==> src/rtl/alu_op_pkg.sv <==
// Shared ALU operation encodings and the execute-stage state type.
// The operation decoder imports the same constants so both sides agree.
package alu_op_pkg;

  localparam logic [3:0] OpNone   = 4'b0000;
  localparam logic [3:0] OpRRot   = 4'b0001;  // illegal here
  localparam logic [3:0] OpRArith = 4'b0010;  // illegal here
  localparam logic [3:0] OpAnd    = 4'b0011;
  localparam logic [3:0] OpOr     = 4'b0100;
  localparam logic [3:0] OpXor    = 4'b0101;
  localparam logic [3:0] OpAdd    = 4'b0110;
  localparam logic [3:0] OpCmp    = 4'b0111;
  localparam logic [3:0] OpRol    = 4'b1000;
  localparam logic [3:0] OpSll    = 4'b1001;
  localparam logic [3:0] OpRor    = 4'b1010;
  localparam logic [3:0] OpSrl    = 4'b1011;
  localparam logic [3:0] OpInv    = 4'b1100;
  localparam logic [3:0] OpBypass = 4'b1101;

  typedef enum logic [1:0] {
    StIdle,
    StShift,
    StDone
  } state_e;

  // Shift and rotate ops all share the 10xx prefix.
  function automatic logic is_shift_op(logic [3:0] op);
    return op[3:2] == 2'b10;
  endfunction

endpackage

==> src/rtl/alu_shift_step.sv <==
// One-bit shift/rotate step for the iterative shifter.
// Ports: op - operation code; din - working value; dout - value after one step.
module alu_shift_step
  import alu_op_pkg::*;
#(
  parameter int unsigned WIDTH = 16
) (
  input  logic [3:0]       op,
  input  logic [WIDTH-1:0] din,
  output logic [WIDTH-1:0] dout
);

  always_comb begin
    dout = din;
    case (op)
      OpRol:   dout = {din[WIDTH-2:0], din[WIDTH-1]};
      OpSll:   dout = {din[WIDTH-2:0], 1'b0};
      OpRor:   dout = {din[0], din[WIDTH-1:1]};
      OpSrl:   dout = {1'b0, din[WIDTH-1:1]};
      default: dout = din;
    endcase
  end

endmodule

==> src/rtl/alu_seq_exec.sv <==
// Execute-stage ALU: accepts one decoded op over InValid/InReady, computes
// logic/add/compare in one cycle and shifts/rotates one bit per cycle, then
// presents Result and flags over OutValid/OutReady.
// Ports: clk, rst (sync, active-high); InValid/InReady input handshake;
// ALUOperation, NegA, InvB, A, B operation inputs; OutValid/OutReady output
// handshake; Result, Zero, Cout, Ofl, Err outputs.
module alu_seq_exec
  import alu_op_pkg::*;
#(
  parameter int unsigned WIDTH   = 16,
  parameter int unsigned SHAMT_W = 4
) (
  input  logic             clk,
  input  logic             rst,
  input  logic             InValid,
  output logic             InReady,
  input  logic [3:0]       ALUOperation,
  input  logic             NegA,
  input  logic             InvB,
  input  logic [WIDTH-1:0] A,
  input  logic [WIDTH-1:0] B,
  output logic             OutValid,
  input  logic             OutReady,
  output logic [WIDTH-1:0] Result,
  output logic             Zero,
  output logic             Cout,
  output logic             Ofl,
  output logic             Err
);

  state_e             state_q;
  logic [3:0]         op_q;
  logic [WIDTH-1:0]   work_q;
  logic [SHAMT_W-1:0] cnt_q;
  logic [WIDTH-1:0]   result_q;
  logic               cout_q, ofl_q, err_q, in_ready_q, out_valid_q;

  logic [WIDTH-1:0]   a_p, b_p, res_c, step_out;
  logic [WIDTH:0]     sum;
  logic               cin, cout_c, ofl_c, err_c;
  logic [SHAMT_W-1:0] amt;

  always_comb begin
    a_p    = NegA ? ~A : A;
    b_p    = InvB ? ~B : B;
    amt    = b_p[SHAMT_W-1:0];
    cin    = NegA && (ALUOperation == OpAdd || ALUOperation == OpCmp);
    sum    = {1'b0, a_p} + {1'b0, b_p} + {{WIDTH{1'b0}}, cin};
    res_c  = '0;
    cout_c = 1'b0;
    ofl_c  = 1'b0;
    err_c  = 1'b0;
    case (ALUOperation)
      OpNone:   res_c = a_p;
      OpAdd, OpCmp: begin
        res_c  = sum[WIDTH-1:0];
        cout_c = sum[WIDTH];
        ofl_c  = (a_p[WIDTH-1] == b_p[WIDTH-1]) && (sum[WIDTH-1] != a_p[WIDTH-1]);
      end
      OpXor:    res_c = a_p ^ b_p;
      OpAnd:    res_c = a_p & b_p;
      OpOr:     res_c = a_p | b_p;
      OpInv:    res_c = ~a_p;
      OpBypass: res_c = b_p;
      // Only reached with a zero shift amount; longer shifts go iterative.
      OpRol, OpSll, OpRor, OpSrl: res_c = a_p;
      default:  err_c = 1'b1;
    endcase
  end

  alu_shift_step #(
    .WIDTH(WIDTH)
  ) u_step (
    .op  (op_q),
    .din (work_q),
    .dout(step_out)
  );

  always_ff @(posedge clk) begin
    if (rst) begin
      state_q     <= StIdle;
      op_q        <= OpNone;
      work_q      <= '0;
      cnt_q       <= '0;
      result_q    <= '0;
      cout_q      <= 1'b0;
      ofl_q       <= 1'b0;
      err_q       <= 1'b0;
      in_ready_q  <= 1'b1;
      out_valid_q <= 1'b0;
    end else begin
      case (state_q)
        StIdle: begin
          if (InValid) begin
            op_q       <= ALUOperation;
            in_ready_q <= 1'b0;
            if (is_shift_op(ALUOperation) && amt != '0) begin
              work_q  <= a_p;
              cnt_q   <= amt;
              state_q <= StShift;
            end else begin
              result_q    <= res_c;
              cout_q      <= cout_c;
              ofl_q       <= ofl_c;
              err_q       <= err_c;
              out_valid_q <= 1'b1;
              state_q     <= StDone;
            end
          end
        end
        StShift: begin
          work_q <= step_out;
          cnt_q  <= cnt_q - 1'b1;
          if (cnt_q == SHAMT_W'(1)) begin
            result_q    <= step_out;
            cout_q      <= 1'b0;
            ofl_q       <= 1'b0;
            err_q       <= 1'b0;
            out_valid_q <= 1'b1;
            state_q     <= StDone;
          end
        end
        StDone: begin
          if (OutReady) begin
            out_valid_q <= 1'b0;
            in_ready_q  <= 1'b1;
            state_q     <= StIdle;
          end
        end
        default: state_q <= StIdle;
      endcase
    end
  end

  assign InReady  = in_ready_q;
  assign OutValid = out_valid_q;
  assign Result   = result_q;
  // Flags are qualified by OutValid so they read 0 whenever no result is offered.
  assign Zero     = out_valid_q && (result_q == '0);
  assign Cout     = out_valid_q && cout_q;
  assign Ofl      = out_valid_q && ofl_q;
  assign Err      = out_valid_q && err_q;

endmodule

==> config.mk <==
export PLATFORM = sky130hd
export DESIGN_NAME = alu_seq_exec
export DESIGN_NICKNAME = d
export VERILOG_FILES = /design/src/rtl/alu_op_pkg.sv /design/src/rtl/alu_shift_step.sv /design/src/rtl/alu_seq_exec.sv
export SDC_FILE = /design/constraint.sdc
export NUM_CORES = 1
export LEC_CHECK = 0
export ABC_AREA = 1
export BUFFER_PORTS_ARGS = -buffer_cell sky130_fd_sc_hd__buf_2
export CORE_MARGIN = 4
export CORE_UTILIZATION = 41
export CTS_BUF_LIST = sky130_fd_sc_hd__clkbuf_16
export CTS_CLUSTER_DIAMETER = 50
export DETAILED_ROUTE_END_ITERATION = 8
export RECOVER_POWER = 100
export SLEW_MARGIN = 10
export SYNTH_ARGS = -nofsm -noshare
export SYNTH_HDL_FRONTEND = slang
export SYNTH_SLANG_ARGS = --single-unit
==> constraint.sdc <==
create_clock -name clk -period 2.4 [get_ports clk]
set_clock_uncertainty 0.15 [all_clocks]
set_input_delay 0.12 -clock clk [delete_from_list [all_inputs] [get_ports clk]]
set_output_delay 0.12 -clock clk [all_outputs]
set_load 0.02 [all_outputs]
Word level (Yosys, flattened, before mapping)
Index checks and enable logic that the tools add are counted.

Register bits after elaboration: 47. Latch bits: 0. Bits in writable memories: 0. ROM bits: 0. Input bits: 42. Output and inout port bits: 22. Word-level logic and storage cells: 109. Memories kept: 0.

Add/sub/neg operators: 3. Multiply operators: 0. Divide/modulo/power cells: 0. $lt $le $gt $ge: 0. Eq/ne operators: 26. Shift operators: 0. Muxes and demuxes: 40. Bitwise gates (word level): 6. Reductions and logical operators: 24.

Operators with widths (count): $mux W16 (7); $pmux W16 S7 (1); $pmux W16 S2 (2); $pmux W16 S4 (1); $not A16 Y16 (3); $eq A4 B4 Y1 const B (10); $add A16 B16 Y17 (1); $add A17 B1 Y17 (1); $and A16 B16 Y16 (1); $eq A4 B3 Y1 const B (4); $logic_not A16 Y1 (1); $mux W1 (16); $or A16 B16 Y16 (1); $xor A16 B16 Y16 (1); $reduce_or A12 Y1 (1); $ne A2 B2 Y1 const B (5); $reduce_and A3 Y1 (3); $mux W2 (4); $mux W4 (2); $pmux W1 S2 (4); $pmux W4 S2 (1); $logic_and A1 B1 Y1 (7); $pmux W2 S3 (1); $reduce_and A5 Y1 (1); other kinds (18) (20).

Longest topological paths before layout
Gate-level depths: netlist (run 1).

Word-level depth: 10. Mapped depth: 17. Depth with buffers taken out: 17.

By module
From an unflattened synthesis (run 1), not the netlist that was laid out.

Cell total of the unflattened synthesis: 847. Area total of the unflattened synthesis: 5225.0 um2.

By module, submodules not included: alu_seq_exec (times used 1, cells each 760, area each 4798.4 um2, seq. area each 940.9 um2); alu_shift_step (times used 1, cells each 87, area each 426.7 um2, seq. area each 0.0 um2).

Least setup slack after synthesis (run 1)
OpenSTA, ideal clock, no wires.

Path kind: input-to-reg. From: input port NegA. To: register result_q[8] (netlist: Result[8]). Library setup time: 0.117 ns. Data arrival time: 2.050 ns. Required time: 2.133 ns. Slack: 0.083 ns. Cell stages on the path: 17. Path buffers: 2. Path through: buf_2 buf_6 inv_1 nor2_1 fa_1 inv_1 fa_1 inv_1 nand3_1 nand3_1 nand2_1 nand3_1 nand2_1 nand3_1 nand3_1 nand2_1 a21oi_1.

Cells in the longest elaborated chain, start to end: 7. Elaborated cells on any way between the ends: 12. Those cells by class: 2 x add/sub; 5 x mux; 4 x bitwise; 1 x reduce/logical.

RTL lines: start: declaration (RTL line alu_seq_exec.sv:18) `input logic NegA,`; $mux W16 (RTL line alu_seq_exec.sv:44) `a_p = NegA ? ~A : A;`; $add A16 B16 Y17 (RTL line alu_seq_exec.sv:48) `sum = {1'b0, a_p} + {1'b0, b_p} + {{WIDTH{1'b0}}, cin};`; $add A17 B1 Y17 (RTL line alu_seq_exec.sv:48); $pmux W16 S7 (*) (RTL line alu_seq_exec.sv:53) `case (ALUOperation)`; $mux W16 (*) (RTL line alu_seq_exec.sv:97) `if (is_shift_op(ALUOperation) && amt != '0) begin`; $mux W16 (*) (RTL line alu_seq_exec.sv:94) `if (InValid) begin`; $pmux W16 S2 (*) (RTL line alu_seq_exec.sv:92) `case (state_q)`; end signal: assignment (RTL line alu_seq_exec.sv:102) `result_q <= res_c;`; end signal: assignment (RTL line alu_seq_exec.sv:115) `result_q <= step_out;`; end: declaration (RTL line alu_seq_exec.sv:35) `logic [WIDTH-1:0] result_q;`.

Mark *: on every way between the ends. The rest lies on a longest branch, timed or not. The select of a mux whose other input is x is not followed. A chain may end at the register's enable or synchronous reset.

Worst setup path in the final report (run 1)
From: register state_q[1]. To: register result_q[12] (netlist: Result[12]).

Cells in the longest elaborated chain, start to end: 3. Elaborated cells on any way between the ends: 8. Those cells by class: 4 x eq/ne; 1 x mux; 3 x reduce/logical.

RTL lines: start: declaration (RTL line alu_seq_exec.sv:31) `state_e state_q;`; start signal: assignment (RTL line alu_seq_exec.sv:81) `state_q <= StIdle;`; start signal: assignment (RTL line alu_seq_exec.sv:100) `state_q <= StShift;`; start signal: assignment (RTL line alu_seq_exec.sv:107) `state_q <= StDone;`; $eq A2 B1 Y1 or $logic_not A2 Y1 (tied branches) (RTL line alu_seq_exec.sv:92); $ne A2 B2 Y1 (no line) or $reduce_bool A2 Y1 (tied branches); $reduce_and A4 Y1 (no line).

Several ways; a longest one is shown, not always the timed one.

==> out/summary.txt, run 1 <==
Place WS = -0.144 ns
Fillers = 1243
Placer Congestion = 0.936
Clk_lat worst skew = 0.29 ns
Main synth FF type = dfxtp_1
Rel. slew slack = 0.652
RSZ-0062 raised after global routing = no
Hold-fix buffers, CTS = 0
Pins Over Slew Limit = 0
Nets = 973
Core area = 11500 um^2
Arrival time at the worst endpoint = 2.23 ns
Share of post-route cells with drive strength above 1 = 0.146
Num CTS Buffers = 5
Drt via density = 5.39
Total grt overflow = 0
Clock Path Buffers = 2
First-pass GRT wire length = 26200 um
Fin. Hold Viols = 0
P&R area growth vs syn = 19.7%
Drt first pass iters = 5
Reg2reg setup slack = 0.20 ns
Drt drc = 0
I/O pin total = 64
Post-synth top area share = 0.193
Synth Register Bits = 47
Commonest non-fill, non-tap cell in the layout = nand2_1
Post-Syn Area = 4870 um^2
Sequential area share after synthesis = 0.193
Clock slew at reported path FFs = 0.07 ns
Final hold slack = 0.0336 ns
Die area = 13700 um^2
Ys Warns = 0
Post-synthesis cell type with the largest combined area = dfxtp_1
Dpl hpwl = 12800 um
Worst IR drop on VDD = 0.602 mV
Worst Max-Slew Pin Slew = 0.519 ns
Setup Crit Path Kind = register to register
Worst R2R Path Depth = 7
Initial antenna violation count = 0
Vias = 5580
Die height = 117 um
Average size of a mapped cell = 6.13 um^2
Startpoint types = register
Max Cap Violations = 0
Final min period = 2.20 ns
EDFF count, synth = 0
Post-route ant nets = 0
PnR worst setup slack = 0.203 ns
Number of DRC markers in iteration 0 = 391
CTS root buf = clkbuf_16
Period utilisation layout = 0.915
Num Clock Sinks = 47
Number of setup violations in the final report = 0
Post-synth ARST share = 0
Setup Fix Bufs, Post-CTS = 0
N_diodes = 0
Fmax = 0.455 GHz
P per Cell Area = 845 nW/um^2
Highest-count cells in the layout ignoring fill and taps = 176 x nand2_1, 108 x inv_1, 89 x a21oi_1
Count of distinct cell types in the synthesized netlist = 40
Die W = 117 um
WHS Endpoint = op_q[0]
Crit path max fanout = 15
Num rows = 39
H-tree Lvls = 2
Outcome = complete, no violations
RR Endpoint = Result[12]
Syn Nets = 875
Worst min path class = primary input to register
Hold path cells = 3
Port Buffer Count = 63
Starting density of the core = 0.423
Hold path start = ALUOperation[0]
CP Capture Type = register
CTS tree = built
Cells after synthesis = 794
Post-Route WL = 16400 um
Total GRT Usage = 0.244
Data required, critical path = 2.43 ns
Launch point of the worst reg-to-reg path = state_q[1]
Leakage Power = 2.93 nW
Largest net degree at the start of global routing = 34
Synth top area cells = dfxtp_1 19%, nand2_1 14%, ha_1 9.5%, a21oi_1 9.1%, inv_1 8.3%
Vias in the first global route = 5349
Wirelength per Cell = 15.9 um
Total power = 4.93 mW
[synthesized netlist by cell type (3+ instances only)]
cell and n:
clkbuf_1 18, o22ai_1 17, nand2_1 177, o21ai_0 65
buf_2 9, nor4_1 3, ha_1 37, buf_6 6
xnor2_1 21, dfxtp_1 47, xor2_1 8, nand4_1 8
a21oi_1 89, xnor2_2 3, nor2_1 63, o211ai_1 8
o21ai_1 6, nor3_1 16, inv_1 108, nand3_1 51
o21bai_1 10
[layer usage]
| layer | global-route usage | up-vias | part of all wire |
|---|---|---|---|
| li1 | - | 2801 | - |
| met4 | 0.0887 | 0 | 0.032 |
| met5 | 0 | - | 0 |
| met3 | 0.0283 | 33 | 0.061 |
| met2 | 0.419 | 199 | 0.47 |
| met1 | 0.315 | 2547 | 0.44 |
[worst max-delay path: stages, from the launching register on]
cell,delay [ns]
dfxtp_1,0.35
inv_1,0.07
ha_1,0.20
inv_1,0.31
a31oi_1,0.20
nand3b_2,0.48
nor2_1,0.24
a21oi_1,0.09
[cells by family (layout without fill, tap and decap cells)]
kind of cell | Yosys count | count (layout) | synth area share
AO/OA/AOI/OAI | 201 | 201 | 0.223
flip-flops | 47 | 47 | 0.193
buffers and inverters | 145 | 244 | 0.124
AND/OR/NAND/NOR | 329 | 329 | 0.289
XOR/XNOR | 33 | 33 | 0.0678
adder cells (fa/ha/maj) | 39 | 39 | 0.103
[area by class of cell]
type / instances / area, um^2 / share of cell area
Clock inverter: 3 / 38.8 / 0.00666
Multi-Input combinational cell: 602 / 3350 / 0.575
Clock buffer: 5 / 125 / 0.0215
Tap cell: 143 / 179 / 0.0307
Inverter: 111 / 419 / 0.0719
Timing Repair Buffer: 125 / 773 / 0.133
Sequential cell: 47 / 941 / 0.161
[where the power goes]
| part | internal, mW | total (mW) | switching (mW) |
|---|---|---|---|
| clock | 0.486 | 0.797 | 0.310 |
| combinational | 0.939 | 2.76 | 1.82 |
| sequential | 1.10 | 1.37 | 0.273 |
| total | 2.53 | 4.93 | 2.40 |
[metrics by stage]
stage | cells | area (um^2) | setup TNS, ns | util
4_1_cts | 1036 | 5830 | 0 | 0.506
2_1_floorplan | 794 | 4870 | 0 | -
3_5_place_dp | 1028 | 5670 | -0.706 | 0.492
6_report | 1036 | 5830 | 0 | 0.506
3_3_place_gp | 1028 | 5670 | -0.245 | 0.492
5_1_grt | 1036 | 5830 | 0 | 0.506
[sequential cells by signal, summed over array words and instances, names as in the netlist]
| signal | flops |
|---|---|
| OutValid | 1 |
| ofl_q | 1 |
| Result | 16 |
| cnt_q | 4 |
| InReady | 1 |
| err_q | 1 |
| op_q | 4 |
| work_q | 16 |
| state_q | 2 |
| cout_q | 1 |
[what timing repair did]
action / 4_1_cts / 5_1_grt
endpoints found under the setup margin: 0 / 13
endpoints found under the hold margin: 0 / 0
resized for setup: 0 / 8
[worst max path at each step]
stage,start,to,slack [ns],depth (start not counted)
after floorplan,NegA,Result[8],0.08,17
after global placement,ALUOperation[2],Result[8],-0.08,18
after detailed placement,ALUOperation[2],Result[8],-0.14,18
after CTS,state_q[0],cnt_q[2],0.14,8
after global routing,NegA,Result[15],0.003,16
final,state_q[1],Result[12],0.20,7
Power figures use the tool's default switching activity.
==> inputs of run 2 (changes only) <==
==> constraint.sdc (replaced) <==
create_clock -name clk -period 2.4 [get_ports clk]
set_clock_uncertainty 0.15 [all_clocks]
set_input_delay 0.72 -clock clk [delete_from_list [all_inputs] [get_ports clk]]
set_output_delay 0.72 -clock clk [all_outputs]
set_load 0.02 [all_outputs]
==> run 2 against run 1 <==
Net effect:
- the flow now finishes with violations (setup timing)
- critical path depth grew 9
- clock power is 2.5% higher
- global-route usage up 1.9 points
- register-to-register slack hardly changed
- via count rose by 6.3%
- sequential power is essentially flat
- largest cell class unchanged
- highest routed layer unchanged
==> out/summary.txt, run 2 (synthesized netlist as in run 1, its figures left out) <==
PnR worst setup slack = -0.0984 ns
Post-Route WL = 18000 um
Hold-fix buffers, CTS = 0
Cells after DPL = 1082
CP Capture Type = register
Period utilisation layout = 1.04
Post-route ant nets = 0
Rel. slew slack = 0.594
Die height = 117 um
Drt drc = 0
Largest net degree at the start of global routing = 34
Total grt overflow = 0
Num Clock Sinks = 47
Initial antenna violation count = 0
Hold path cells = 2
Data required, critical path = 2.48 ns
Vias = 5931
Die area = 13700 um^2
Arrival time at the worst endpoint = 2.58 ns
Launch point of the worst reg-to-reg path = state_q[1]
Nets = 1036
Worst min path class = register to register
Final hold slack = 0.299 ns
CTS root buf = clkbuf_16
Setup_tns = -0.548 ns
Fin. Hold Viols = 0
CTS tree = built
RSZ-0062 raised after global routing = yes
Share of post-route cells with drive strength above 1 = 0.337
Starting density of the core = 0.423
N_diodes = 0
Num rows = 39
Hold path start = op_q[2]
Clock Path Buffers = 2
Fmax = 0.400 GHz
Final min period = 2.50 ns
Worst IR drop on VDD = 0.683 mV
Max Cap Violations = 0
Startpoint types = primary input
Fillers = 1097
Wirelength per Cell = 16.4 um
Crit path max fanout = 4
Drt first pass iters = 5
Placer Congestion = 0.904
P&R area growth vs syn = 49.1%
First-pass GRT wire length = 28200 um
Port Buffer Count = 63
RR Endpoint = cnt_q[2]
Dpl hpwl = 13800 um
Core area = 11500 um^2
Clock slew at reported path FFs = 0.07 ns
Finished Layout Cells = 1099
Worst R2R Path Depth = 8
WHS Endpoint = op_q[2]
Highest-count cells in the layout ignoring fill and taps = 153 x nand2_1, 117 x buf_4, 83 x inv_1
Drt via density = 5.40
Number of DRC markers in iteration 0 = 414
Failing checks = setup timing
Number of setup violations in the final report = 13
I/O pin total = 64
Worst Max-Slew Pin Slew = 0.608 ns
Setup Crit Path Kind = primary input to register
Leakage Power = 3.48 nW
Outcome = finished, violations left
Vias in the first global route = 5759
H-tree Lvls = 2
Clk_lat worst skew = 0.29 ns
P per Cell Area = 777 nW/um^2
Total GRT Usage = 0.262
Reg2reg setup slack = 0.20 ns
Num CTS Buffers = 5
Pins Over Slew Limit = 0
Die W = 117 um
Commonest non-fill, non-tap cell in the layout = nand2_1
[run 2: critical path, cell delays in order]
cell and delay (ns):
buf_12 0.13, xnor2_4 0.17, inv_2 0.07, fa_2 0.40
inv_2 0.07, fa_2 0.23, inv_4 0.06, nand3_4 0.07
nand3_4 0.09, nand2_2 0.08, nand3_2 0.08, nand2_1 0.08
nand3_1 0.08, nand3_2 0.08, nand2_1 0.05, a21oi_1 0.12
[run 2: report_power, final]
group / total (mW) / switching (mW) / internal [mW] / leakage (nW)
clock network: 0.817 / 0.325 / 0.492 / 0.0838
registers: 1.38 / 0.278 / 1.10 / 0.387
logic: 3.44 / 2.08 / 1.37 / 3.01
[run 2: repair_timing]
action | 4_1_cts | 5_1_grt
buffers inserted | 6 | 2
pin swaps | 32 | 34
gates resized for setup | 61 | 69
gates cloned | 1 | 0
setup endpoints to repair | 18 | 18
hold endpoints to repair | 0 | 0
[run 2: final cells by class]
cell class | instances | area [um^2] | area share
multi-input combinational | 602 | 4200 | 0.578
timing repair buffer | 188 | 1350 | 0.185
sequential | 47 | 942 | 0.130
inverter | 111 | 424 | 0.0584
tap | 143 | 179 | 0.0246
clock buffer | 5 | 125 | 0.0172
clock inverter | 3 | 43.8 | 0.00603
[run 2: worst max-delay path by stage]
| stage | start | endpoint | slack, ns |
|---|---|---|---|
| 4_1_cts | NegA | Result[8] | -0.08 |
| 3_3_place_gp | NegA | ofl_q | -0.58 |
| 5_1_grt | NegA | Result[12] | -0.18 |
| 3_5_place_dp | NegA | ofl_q | -0.63 |
| 2_1_floorplan | NegA | Result[8] | -0.21 |
| 6_report | InvB | Result[8] | -0.1 |
[run 2: stage by stage]
stage | setup WS, ns | util | total power, mW | instance area, um^2
after floorplan | -0.206 | - | 3.42 | 5270
after global placement | -0.577 | 0.559 | 4.43 | 6440
after detailed placement | -0.626 | 0.559 | 4.49 | 6440
after CTS | -0.0785 | 0.607 | 5.47 | 6990
after global routing | -0.179 | 0.630 | 6.09 | 7260
final | -0.0984 | 0.630 | 5.64 | 7260
[run 2: per-layer routing]
metal | up-vias | global-route usage | routed length (um) | part of all wire
met4 | 0 | 0.114 | 807 | 0.045
met5 | - | 0 | 0 | 0
met2 | 194 | 0.443 | 8530 | 0.47
met1 | 2751 | 0.336 | 7630 | 0.42
li1 | 2935 | - | - | -
met3 | 51 | 0.0334 | 1030 | 0.057
==> inputs of run 3 (changes only) <==
--- a/config.mk
+++ b/config.mk
@@ -5,7 +5,6 @@
 export SDC_FILE = /design/constraint.sdc
 export NUM_CORES = 1
 export LEC_CHECK = 0
-export ABC_AREA = 1
 export BUFFER_PORTS_ARGS = -buffer_cell sky130_fd_sc_hd__buf_2
 export CORE_MARGIN = 4
 export CORE_UTILIZATION = 41
==> run 3 against run 2 <==
Net effect:
- the flow still finishes with violations (setup timing)
- non-clock buffer count up 62
- sequential power down 29%
- setup slack worse by 0.45 ns
- via count down 2.7%
- worst hold slack better by 0.016 ns
- clock-buffer cell count unchanged
==> out/summary.txt, run 3 <==
Seq. cell area = 943 um^2
Cell Area, Placed = 6650 um^2
Net Sw Frac = 0.393
PnR worst setup slack = -0.544 ns
Core area = 11600 um^2
Starting density of the core = 0.424
Average size of a mapped cell = 7.27 um^2
Fmax = 0.340 GHz
Fillers = 1000
Num CTS Buffers = 5
Finished Cell Area = 7540 um^2
Post-synth top area share = 0.192
Clock Path Buffers = 2
Number of DRC markers in iteration 0 = 564
Max Cap Violations = 0
Pins Over Slew Limit = 0
Logic pwr share = 0.557
Clk_lat worst skew = 0.29 ns
Largest net degree at the start of global routing = 38
Startpoint types = primary input
Count leader, synth = nor2_1
Total power = 4.26 mW
P&R area growth vs syn = 53.9%
Worst Max-Slew Pin Slew = 0.491 ns
Number of setup violations in the final report = 32
Synth top area cells = dfxtp_1 19%, ha_1 9.4%, nor2_1 6.0%, xor2_1 5.2%, nand2_1 4.8%
Highest-count cells in the layout ignoring fill and taps = 169 x buf_4, 76 x nor2_1, 59 x nand2_1
Syn Nets = 755
Switch Pwr = 1.67 mW
Vias in the first global route = 5469
Clock slew at reported path FFs = 0.06 ns
Top post-synthesis cells by count = 78 x nor2_1, 63 x nand2_1, 47 x dfxtp_1
Fin. Hold Viols = 0
Data required, critical path = 2.40 ns
P_int = 2.59 mW
Worst IR drop on VDD = 0.331 mV
Flop pwr share = 0.230
Clk pwr share = 0.213
Die area = 13800 um^2
Post-synthesis cell type with the largest combined area = dfxtp_1
H-tree Lvls = 2
Nets = 962
Post-Route WL = 18800 um
Total grt overflow = 0
Main synth FF type = dfxtp_1
Synth Register Bits = 47
Final min period = 2.94 ns
Rel. slew slack = 0.672
Num Clock Sinks = 47
Commonest non-fill, non-tap cell in the layout = buf_4
Worst min path class = register to register
Num rows = 39
Period utilisation layout = 1.23
CTS tree = built
Initial antenna violation count = 0
Post-synth ARST share = 0
Crit path max fanout = 6
Post-route ant nets = 0
Vias = 5771
Drt first pass iters = 5
EDFF count, synth = 0
N_diodes = 0
Multi-input gate area = 4230 um^2
Drt drc = 0
P per Cell Area = 565 nW/um^2
Die W = 117 um
Share of post-route cells with drive strength above 1 = 0.379
Leakage Power = 3.18 nW
Failing checks = setup timing
I/O pin total = 64
Port Buffer Count = 63
Dpl hpwl = 14900 um
Count of distinct cell types in the synthesized netlist = 71
Placer Congestion = 0.963
Total GRT Usage = 0.266
Wirelength per Cell = 18.4 um
Drt via density = 5.63
Outcome = finished, violations left
RSZ-0062 raised after global routing = yes
Cells after synthesis = 674
Setup Crit Path Kind = primary input to register
Ys Warns = 0
Arrival time at the worst endpoint = 2.95 ns
Die height = 117 um
Hold-fix buffers, CTS = 0
First-pass GRT wire length = 29900 um
Sequential area share after synthesis = 0.192
CP Capture Type = register
Post-Syn Area = 4900 um^2
CTS root buf = clkbuf_16
Setup_tns = -6.71 ns
## run 3: changes by cell type after synthesis, sizes merged, moves of 15 or more
cell | previous run | this run
xor2 | 8 | 29
o211ai | 8 | 28
inv | 110 | 42
mux2i | 0 | 16
nand2 | 178 | 63
a21oi | 89 | 41
o21ai | 71 | 48
nor2 | 64 | 79
nand3 | 52 | 14
## run 3: critical path, stage by stage
cell	delay (ns)
buf_4	0.13
buf_12	0.14
buf_4	0.15
xnor2_4	0.21
inv_1	0.10
ha_4	0.24
a21oi_2	0.16
o21a_1	0.17
nor2_1	0.04
a31oi_1	0.17
o41ai_2	0.11
a2111oi_2	0.48
a2111oi_1	0.11
## run 3: kinds of logic (layout without fill, tap and decap cells)
kind of cell | Yosys count | in the layout | share of synthesized area
AND/OR/NAND/NOR | 225 | 225 | 0.216
adder cells (fa/ha/maj) | 39 | 39 | 0.103
flip-flops | 47 | 47 | 0.192
AO/OA/AOI/OAI | 208 | 208 | 0.286
multiplexers | 18 | 18 | 0.0373
buffers and inverters | 92 | 300 | 0.0853
XOR/XNOR | 45 | 45 | 0.0804
## run 3: worst paths after layout
path              startpoint          to  slack [ns]  cells past startpoint
setup / recovery        NegA  Result[13]       -0.54                     13
hold / removal       op_q[3]     op_q[3]        0.32                      2
setup reg to reg    cnt_q[1]  Result[14]           0                     10
hold reg to reg      op_q[3]     op_q[3]        0.32                      2
## run 3: per-stage QoR
step	instances	utilization	hold slack, ns	setup slack (ns)
after detailed placement	1002	0.575	0.298	-1.37
after global placement	1002	0.575	0.287	-1.40
after floorplan	674	-	0.267	-0.779
final	1025	0.652	0.315	-0.544
after global routing	1025	0.652	0.350	-0.649
after CTS	1012	0.626	0.313	-0.533
## run 3: layer usage
metal / track usage / share of wire
met1: 0.387 / 0.48
met2: 0.432 / 0.45
met3: 0.0149 / 0.052
met4: 0.0630 / 0.015
met5: 0 / 0
## run 3: what timing repair did
item	4_1_cts	5_1_grt
buffers inserted	2	14
gates resized for setup	67	45
endpoints found under the setup margin	27	37
gates cloned	1	0
pin swaps	24	13
## run 3: power groups by stage
stage | combinational, mW | sequential [mW] | clock, mW
after floorplan | 1.10 | 1.02 | 0
after detailed placement | 1.98 | 0.987 | 0
after global routing | 2.57 | 0.993 | 0.949
after CTS | 2.19 | 0.971 | 0.916
final | 2.38 | 0.979 | 0.908
after global placement | 1.96 | 0.981 | 0
## run 3: cell type report
| class | count | share of cell area |
|---|---|---|
| Multi-Input combinational cell | 535 | 0.560 |
| Timing Repair Buffer | 250 | 0.245 |
| Sequential cell | 47 | 0.125 |
| Tap cell | 143 | 0.0237 |
| Inverter | 42 | 0.0209 |
| Clock buffer | 5 | 0.0166 |
| Clock inverter | 3 | 0.00846 |
